## config.mk

```make
export PLATFORM = sky130hd
export DESIGN_NAME = wb_commit_stage
export DESIGN_NICKNAME = d
export VERILOG_FILES = /design/src/rtl/wb_commit_stage_pkg.sv /design/src/rtl/wb_commit_stage_fifo.sv /design/src/rtl/wb_commit_stage.sv
export SDC_FILE = /design/constraint.sdc
export NUM_CORES = 1
export LEC_CHECK = 0
export CAP_MARGIN = 20
export CORE_AREA = 4 4 202 204
export CTS_CLUSTER_DIAMETER = 30
export DETAILED_ROUTE_END_ITERATION = 6
export DIE_AREA = 0 0 206 208
export PLACE_DENSITY = 0.79
export SYNTH_ARGS = -nofsm -noshare
export SYNTH_HDL_FRONTEND = slang
export SYNTH_HIERARCHICAL = 1
export SYNTH_SLANG_ARGS = --single-unit
```

## constraint.sdc

```tcl
create_clock -name clk -period 8.1 [get_ports clk]
set_input_delay 2.43 -clock clk [delete_from_list [all_inputs] [get_ports clk]]
set_output_delay 2.43 -clock clk [all_outputs]
set_load 0.1 [all_outputs]
```

## src/rtl/wb_commit_stage_pkg.sv

```systemverilog
// wb_commit_stage_pkg: shared state encodings, exception codes and queue entry layout
package wb_commit_stage_pkg;
  typedef enum logic {RUN, FLUSH} state_t;
  localparam logic [5:0] ECODE_INT  = 6'h00;
  localparam logic [5:0] ECODE_ADE  = 6'h08;
  localparam logic [5:0] ECODE_TLBR = 6'h3F;
  localparam logic [5:0] ECODE_PIF  = 6'h03;
  localparam logic [5:0] ECODE_PPI  = 6'h07;
  localparam logic [5:0] ECODE_SYS  = 6'h0B;
  localparam logic [5:0] ECODE_BRK  = 6'h0C;
  localparam logic [5:0] ECODE_INE  = 6'h0D;
  localparam logic [5:0] ECODE_IPE  = 6'h0E;
  localparam logic [5:0] ECODE_ALE  = 6'h09;
  localparam logic [5:0] ECODE_PME  = 6'h04;
  localparam logic [5:0] ECODE_PIS  = 6'h02;
  localparam logic [5:0] ECODE_PIL  = 6'h01;
  localparam logic [5:0] ECODE_TAB [15:1] = '{ECODE_INT, ECODE_ADE, ECODE_TLBR, ECODE_PIF, ECODE_PPI,
                                               ECODE_SYS, ECODE_BRK, ECODE_INE, ECODE_IPE, ECODE_ALE,
                                               ECODE_TLBR, ECODE_PME, ECODE_PPI, ECODE_PIS, ECODE_PIL};
  typedef struct packed {
    logic [31:0] pc;
    logic        ertn;
    logic [4:0]  dest;
    logic        gr_we;
    logic        res_from_csr;
    logic [31:0] result;
    logic        excp;
    logic [15:0] excp_num;
    logic        csr_we;
    logic [13:0] csr_num;
    logic [31:0] csr_wmask;
    logic [31:0] csr_wdata;
  } wb_entry_t;
  function automatic logic [5:0] ecode_enc(input logic [15:1] v);
    ecode_enc = 6'h00;
    for (int i = 1; i <= 15; i++)
      if (v[i]) ecode_enc = ECODE_TAB[i];
  endfunction
endpackage

```

## src/rtl/wb_commit_stage_fifo.sv

```systemverilog
// wb_commit_stage_fifo: circular entry queue with clear and a flat per-slot view
module wb_commit_stage_fifo #(
  parameter int W = 8,
  parameter int DEPTH = 2
) (
  input  logic                     clk,
  input  logic                     reset,
  input  logic                     push,
  input  logic                     pop,
  input  logic                     clear,
  input  logic [W-1:0]             din,
  output logic [W-1:0]             head,
  output logic [$clog2(DEPTH):0]   count,
  output logic [DEPTH-1:0]         valid,
  output logic [DEPTH*W-1:0]       entries
);
  localparam int AW = $clog2(DEPTH);
  logic [W-1:0] mem_q [DEPTH];
  logic [W-1:0] mem_d [DEPTH];
  logic [AW-1:0] rd_q, rd_d, wr_q, wr_d;
  logic [AW:0] cnt_q, cnt_d;
  always_comb begin
    mem_d = mem_q;
    if (push) mem_d[wr_q] = din;
    rd_d = clear ? '0 : rd_q + AW'(pop);
    wr_d = clear ? '0 : wr_q + AW'(push);
    cnt_d = clear ? '0 : cnt_q + (AW+1)'(push) - (AW+1)'(pop);
  end
  always_ff @(posedge clk) begin
    if (reset) begin
      mem_q <= '{default: '0};
      rd_q <= '0;
      wr_q <= '0;
      cnt_q <= '0;
    end else begin
      mem_q <= mem_d;
      rd_q <= rd_d;
      wr_q <= wr_d;
      cnt_q <= cnt_d;
    end
  end
  assign head = mem_q[rd_q];
  assign count = cnt_q;
  for (genvar i = 0; i < DEPTH; i++) begin : g_slot
    assign valid[i] = {1'b0, AW'(i) - rd_q} < cnt_q;
    assign entries[i*W +: W] = mem_q[i];
  end
endmodule

```

## src/rtl/wb_commit_stage.sv

```systemverilog
// wb_commit_stage: queued writeback/commit with exception/ertn flush, retire counter and pending-dest vector
module wb_commit_stage
  import wb_commit_stage_pkg::*;
#(
  parameter int FIFO_DEPTH = 2,
  parameter int FLUSH_CYCLES = 1,
  parameter int CNT_W = 64
) (
  input  logic             clk,
  input  logic             reset,
  input  logic             in_valid,
  output logic             in_ready,
  input  logic [31:0]      in_pc,
  input  logic             in_ertn,
  input  logic [4:0]       in_dest,
  input  logic             in_gr_we,
  input  logic             in_res_from_csr,
  input  logic [31:0]      in_result,
  input  logic             in_excp,
  input  logic [15:0]      in_excp_num,
  input  logic             in_csr_we,
  input  logic [13:0]      in_csr_num,
  input  logic [31:0]      in_csr_wmask,
  input  logic [31:0]      in_csr_wdata,
  input  logic             commit_stall,
  input  logic [31:0]      csr_rdata,
  output logic             csr_we,
  output logic [13:0]      csr_num,
  output logic [31:0]      csr_wmask,
  output logic [31:0]      csr_wdata,
  output logic             rf_we,
  output logic [4:0]       rf_waddr,
  output logic [31:0]      rf_wdata,
  output logic             excp_flush,
  output logic             ertn_flush,
  output logic [5:0]       ecode,
  output logic [31:0]      epc,
  output logic [CNT_W-1:0] retire_cnt,
  output logic [31:0]      busy_dest_vec,
  output logic [31:0]      debug_wb_pc,
  output logic [3:0]       debug_wb_rf_we,
  output logic [4:0]       debug_wb_rf_wnum,
  output logic [31:0]      debug_wb_rf_wdata
);
  localparam int W = $bits(wb_entry_t);
  localparam int AW = $clog2(FIFO_DEPTH);
  localparam int FW = $clog2(FLUSH_CYCLES + 1);
  wb_entry_t din, head, slot;
  logic [AW:0] count;
  logic [FIFO_DEPTH-1:0] valid;
  logic [FIFO_DEPTH*W-1:0] entries;
  state_t state_q, state_d;
  logic [FW-1:0] flush_cnt_q, flush_cnt_d;
  logic [CNT_W-1:0] retire_cnt_q, retire_cnt_d;
  logic [31:0] busy;
  logic commit, commit_flush, push, unused;
  assign din = '{pc: in_pc, ertn: in_ertn, dest: in_dest, gr_we: in_gr_we, res_from_csr: in_res_from_csr,
                 result: in_result, excp: in_excp, excp_num: in_excp_num, csr_we: in_csr_we,
                 csr_num: in_csr_num, csr_wmask: in_csr_wmask, csr_wdata: in_csr_wdata};
  wb_commit_stage_fifo #(.W(W), .DEPTH(FIFO_DEPTH)) u_fifo (
    .clk(clk), .reset(reset), .push(push), .pop(commit), .clear(commit_flush), .din(din),
    .head(head), .count(count), .valid(valid), .entries(entries)
  );
  always_comb begin
    commit = count != '0 && !commit_stall && state_q == RUN;
    excp_flush = commit && head.excp;
    ertn_flush = commit && head.ertn && !head.excp;
    commit_flush = excp_flush || ertn_flush;
    in_ready = state_q == RUN && count < (AW+1)'(FIFO_DEPTH) && !commit_flush;
    push = in_valid && in_ready;
    rf_we = commit && head.gr_we && !head.excp;
    rf_waddr = head.dest;
    rf_wdata = head.res_from_csr ? csr_rdata : head.result;
    csr_we = commit && head.csr_we && !head.excp;
    csr_num = head.csr_num;
    csr_wmask = head.csr_wmask;
    csr_wdata = head.csr_wdata;
    ecode = ecode_enc(head.excp_num[15:1]);
    epc = head.pc;
    state_d = commit_flush ? FLUSH : (state_q == FLUSH && flush_cnt_q == FW'(1)) ? RUN : state_q;
    flush_cnt_d = commit_flush ? FW'(FLUSH_CYCLES) : state_q == FLUSH ? flush_cnt_q - FW'(1) : flush_cnt_q;
    retire_cnt_d = retire_cnt_q + CNT_W'(commit && !head.excp);
    retire_cnt = retire_cnt_q;
    debug_wb_pc = head.pc;
    debug_wb_rf_we = {4{rf_we}};
    debug_wb_rf_wnum = head.dest;
    debug_wb_rf_wdata = rf_wdata;
  end
  always_comb begin
    busy = '0;
    slot = '0;
    for (int i = 0; i < FIFO_DEPTH; i++) begin
      slot = wb_entry_t'(entries[i*W +: W]);
      if (valid[i] && slot.gr_we && !slot.excp) busy[slot.dest] = 1'b1;
    end
    busy_dest_vec = {busy[31:1], 1'b0};
  end
  always_ff @(posedge clk) begin
    if (reset) begin
      state_q <= RUN;
      flush_cnt_q <= '0;
      retire_cnt_q <= '0;
    end else begin
      state_q <= state_d;
      flush_cnt_q <= flush_cnt_d;
      retire_cnt_q <= retire_cnt_d;
    end
  end
  assign unused = ^{head.excp_num[0], slot};
endmodule

```

Word-level counts from Yosys, hierarchy flattened
Cells that the tools add are included.
Word-level totals
  word-level logic and storage cells: 93
  flip-flop bits (word level): 406
  output and inout bits: 327
  input port bits: 204
Cells by class
  bitwise operators: 4
  reduce and logical (&&, ||, !) cells: 31
  $add $sub $neg: 8
  multiplexer cells: 32
  $lt $le $gt $ge: 10
Operators by type and width (number)
  two-way mux 168 bit: 4
  bitwise mux 336 bit: 1
  demux 168 bit (select 1 bit): 1
  two-way mux 32 bit: 3
  two-way mux 6 bit: 11
  adder 64 x 1 -> 64 bit: 1
  OR 32 bit: 1
  logical AND 1 bit: 21
  < comparator 5 x 6 -> 1 bit (second input constant): 2
  demux 1 bit (select 5 bit): 2
  >= comparator 5 x 1 -> 1 bit (second input constant): 2
  two-way mux 1 bit: 7
  two-way mux 3 bit: 2
  nonzero test 2 bit: 3
  zero test 1 bit: 5
  >= comparator 2 bit (second input constant): 2
  < comparator 1 x 2 -> 1 bit: 2
  inverter 1 -> 2 bit: 2
  adder 1 bit: 2
  adder 2 x 1 -> 2 bit: 1
  < comparator 2 x 1 -> 1 bit (second input constant): 1
  < comparator 2 bit (second input constant): 1
  two-way mux 2 bit: 1
  OR reduction 2 bit: 1
  5 further kinds: 6

Longest topological paths before layout
  depth after elaboration: 19
  gate-level depth with buffers: 14
  depth with buffers taken out: 12

Modules after synthesis
The synthesis kept the hierarchy.
Modules (own cells, without submodules)
  wb_commit_stage_fifo: sequential area each 6806.5 um2, cells an instance 1291, instances 1, area each 14561.5 um2
  wb_commit_stage: sequential area each 1321.3 um2, cells an instance 587, instances 1, area each 4764.6 um2

Least setup slack after synthesis
Ideal clock, no wire load.
  path kind: input port to output port
  from: input port commit_stall
  to: output port in_ready
  data required time: 5670 ps
  arrival time: 4833 ps
  cell stages on the path: 4
  slack: 837 ps
  path buffers: 0
  cell sequence: nor3_1 -> o21ai_0 -> inv_1 -> nor3_1
On the way
  word-level cells in the longest chain between the ends: 8
  elaborated cells between the ends (all ways): 9
RTL lines
  start, declared: line wb_commit_stage.sv:25  | input logic commit_stall,
  zero test 1 bit (*): line wb_commit_stage.sv:65  | commit = count != '0 && !commit_stall && state_q == RUN;
  logical AND 1 bit (*) (2 in series): line wb_commit_stage.sv:65
  logical AND 1 bit (2 in series): line wb_commit_stage.sv:67  | ertn_flush = commit && head.ertn && !head.excp;
  logical OR 1 bit (*): line wb_commit_stage.sv:68  | commit_flush = excp_flush || ertn_flush;
  net commit_flush: line wb_commit_stage.sv:56  | logic commit, commit_flush, push, unused;
  zero test 1 bit (*): line wb_commit_stage.sv:69  | in_ready = state_q == RUN && count < (AW+1)'(FIFO_DEPTH) && !commit_flush;
  logical AND 1 bit (*): line wb_commit_stage.sv:69
  end, declared: line wb_commit_stage.sv:12  | output logic in_ready,
The timed path passes the listed nets; every way through them passes the cells marked *.

==> reports/results.tsv <==
metric	value	unit
status	complete, no violations	
setup_violations	0	
hpwl	39100	um
area_growth	39.9	%
clk_pin_slew	0.05	ns
pwr-share-clk	33.2	%
finalSetupTns	0	ns
reg2reg_slack	3.35	ns
cts_buffers	81	
critPathTopFamily	buffers and inverters	
maxSlewViolCount	0	
dp_slack	1.41	ns
max_freq	0.149	GHz
rsz0062_at_grt	no	
p_leak	10.3	nW
clock_latency	0.58	ns
p_int	0.00601	W
cpMostUsedCell	buf_4	
path_max_fanout	48	
timing.slew.headroom	25.3	%
wl	56700	um
drtIter0Drc	865	
sequentialPowerShare	23.2	%
vias	15437	
ir_drop	0.328	mV
dr.pass1.iters	5	
ctsHoldBuffers	0	
finalClockSkew	0.0212	ns
setup.worst_path.start	u_fifo/rd_q	
max_slew.worst_pin.slew	1.12	ns
syn_inst	1871	
fin_area	26900	um2
port_buffers	528	
syn-cell-area	19200	um2
start_util	49.0	%
crit_path_end_kind	output port	
wire_per_inst	19.5	um
ant_nets	0	
final_common_cell	clkdlybuf4s50_1	
drv_cap	0	
grtUsageTotal	25.1	%
crit_path_start_kind	flop	
grt_max_degree	178	
die-area	42800	um2
drive_above_1_share	16.7	%
critPathKind	flop to output port	
synth_fp_nets	2081	
path_depth	6	
cts_resized	0	
fin_crit	6.71	ns
critical_path_arrival	4.28	ns
numClockSinks	404	
nets	2519	
gp_congestion	0.886	
cp.required	5.67	ns
final_cell_mix	clkdlybuf4s50_1, dfxtp_1, nor2_1, mux2i_1, mux2_2	
pin_count	531	
rows	73	
grt_pass1_vias	16023	
cts-root-buf	clkbuf_16	
avgSynthCellArea	10.3	um2
core_area	39300	um2
r2r-end	u_fifo/entries[187]	
grt_overflow	0	
tritoncts	yes	
route.detailed.drc	0	
crit_path_end	ecode[1]	
die_x	206	um
p_total	0.0105	W
routed_via_density	5.30	
hp-class	flop to flop	
grt_pass1_wl	87000	um
antenna_found_initial	11	
crit_chain	buf_4 > buf_4 > mux2_4 > nor4_1 > a21boi_0 > clkdlybuf4s50_1	
crit_buf_inv	3	
p_per_area	391	nW/um2
cts_htree_levels	3	
hold_ws	0.485	ns
p_sw	0.00452	W
combPwrFrac	43.6	%
finalHoldViolCount	0	
clockBufferDepth	3	
min_period_over_period	82.9	%
yosysWarnings	6	
cpPeakStageDelay	1.04	ns
reg2reg_depth	10	
fin_ws	1.39	ns
post_cts_buffers	0	
place_area	24000	um2
crit_path_top_delay_cell	clkdlybuf4s50_1	
rr_startpoint	u_fifo/rd_q	
chipHeight	208	um
sw_frac_of_total	42.9	%
==> state kept, by name, summed over array words and instances, names as in the netlist <==
register / cells
flush_cnt_q: 1
retire_cnt: 64
state_q: 1
u_fifo/count: 2
u_fifo/entries: 334
u_fifo/rd_q: 1
u_fifo/wr_q: 1
==> power groups by stage <==
stage | combinational (W) | clock, W | sequential, W
after floorplan | 0.00385 | 0 | 0.00240
after global placement | 0.00454 | 0 | 0.00245
after detailed placement | 0.00458 | 0 | 0.00247
after CTS | 0.00460 | 0.00356 | 0.00244
after global routing | 0.00475 | 0.00366 | 0.00247
final | 0.00460 | 0.00350 | 0.00244
==> metal layers <==
layer	part of all wire [%]	routed length (um)	track usage, %
met2	51	28900	44.3
met5	0.034	19	0
met3	6.9	3890	6.20
met4	3.6	2060	11.2
met1	39	21800	28.4
==> how the worst min path moves through the flow <==
stage                        startpoint                   to  slack, ns  cells past startpoint
floorplan           u_fifo/entries[168]  u_fifo/entries[168]       0.45                      2
global placement    u_fifo/entries[248]  u_fifo/entries[248]       0.47                      2
detailed placement  u_fifo/entries[156]  u_fifo/entries[156]       0.48                      2
CTS                      retire_cnt[63]       retire_cnt[63]       0.49                      2
global route        u_fifo/entries[128]  u_fifo/entries[128]       0.51                      2
finish              u_fifo/entries[316]  u_fifo/entries[316]       0.49                      2
==> worst min-delay path: stages, from the launching register on <==
cell,delay [ns]
dfxtp_1,0.31
mux2i_1,0.07
nor2_1,0.07
==> cell type report <==
| cell class | instances | area [um2] |
|---|---|---|
| multi-input combinational | 1263 | 9720 |
| sequential | 404 | 8090 |
| fill | 2861 | 12400 |
| inverter | 16 | 60.1 |
| tap | 525 | 657 |
| clock inverter | 53 | 709 |
| timing repair buffer | 543 | 5450 |
| antenna | 9 | 22.5 |
| clock buffer | 99 | 2220 |
==> through the flow <==
stage / std cells / utilization (%)
after floorplan: 1871 / -
after global placement: 2751 / 61.0
after detailed placement: 2751 / 61.0
after CTS: 2903 / 68.5
after global routing: 2912 / 68.6
final: 2912 / 68.6
Power figures use the tool's default switching activity.
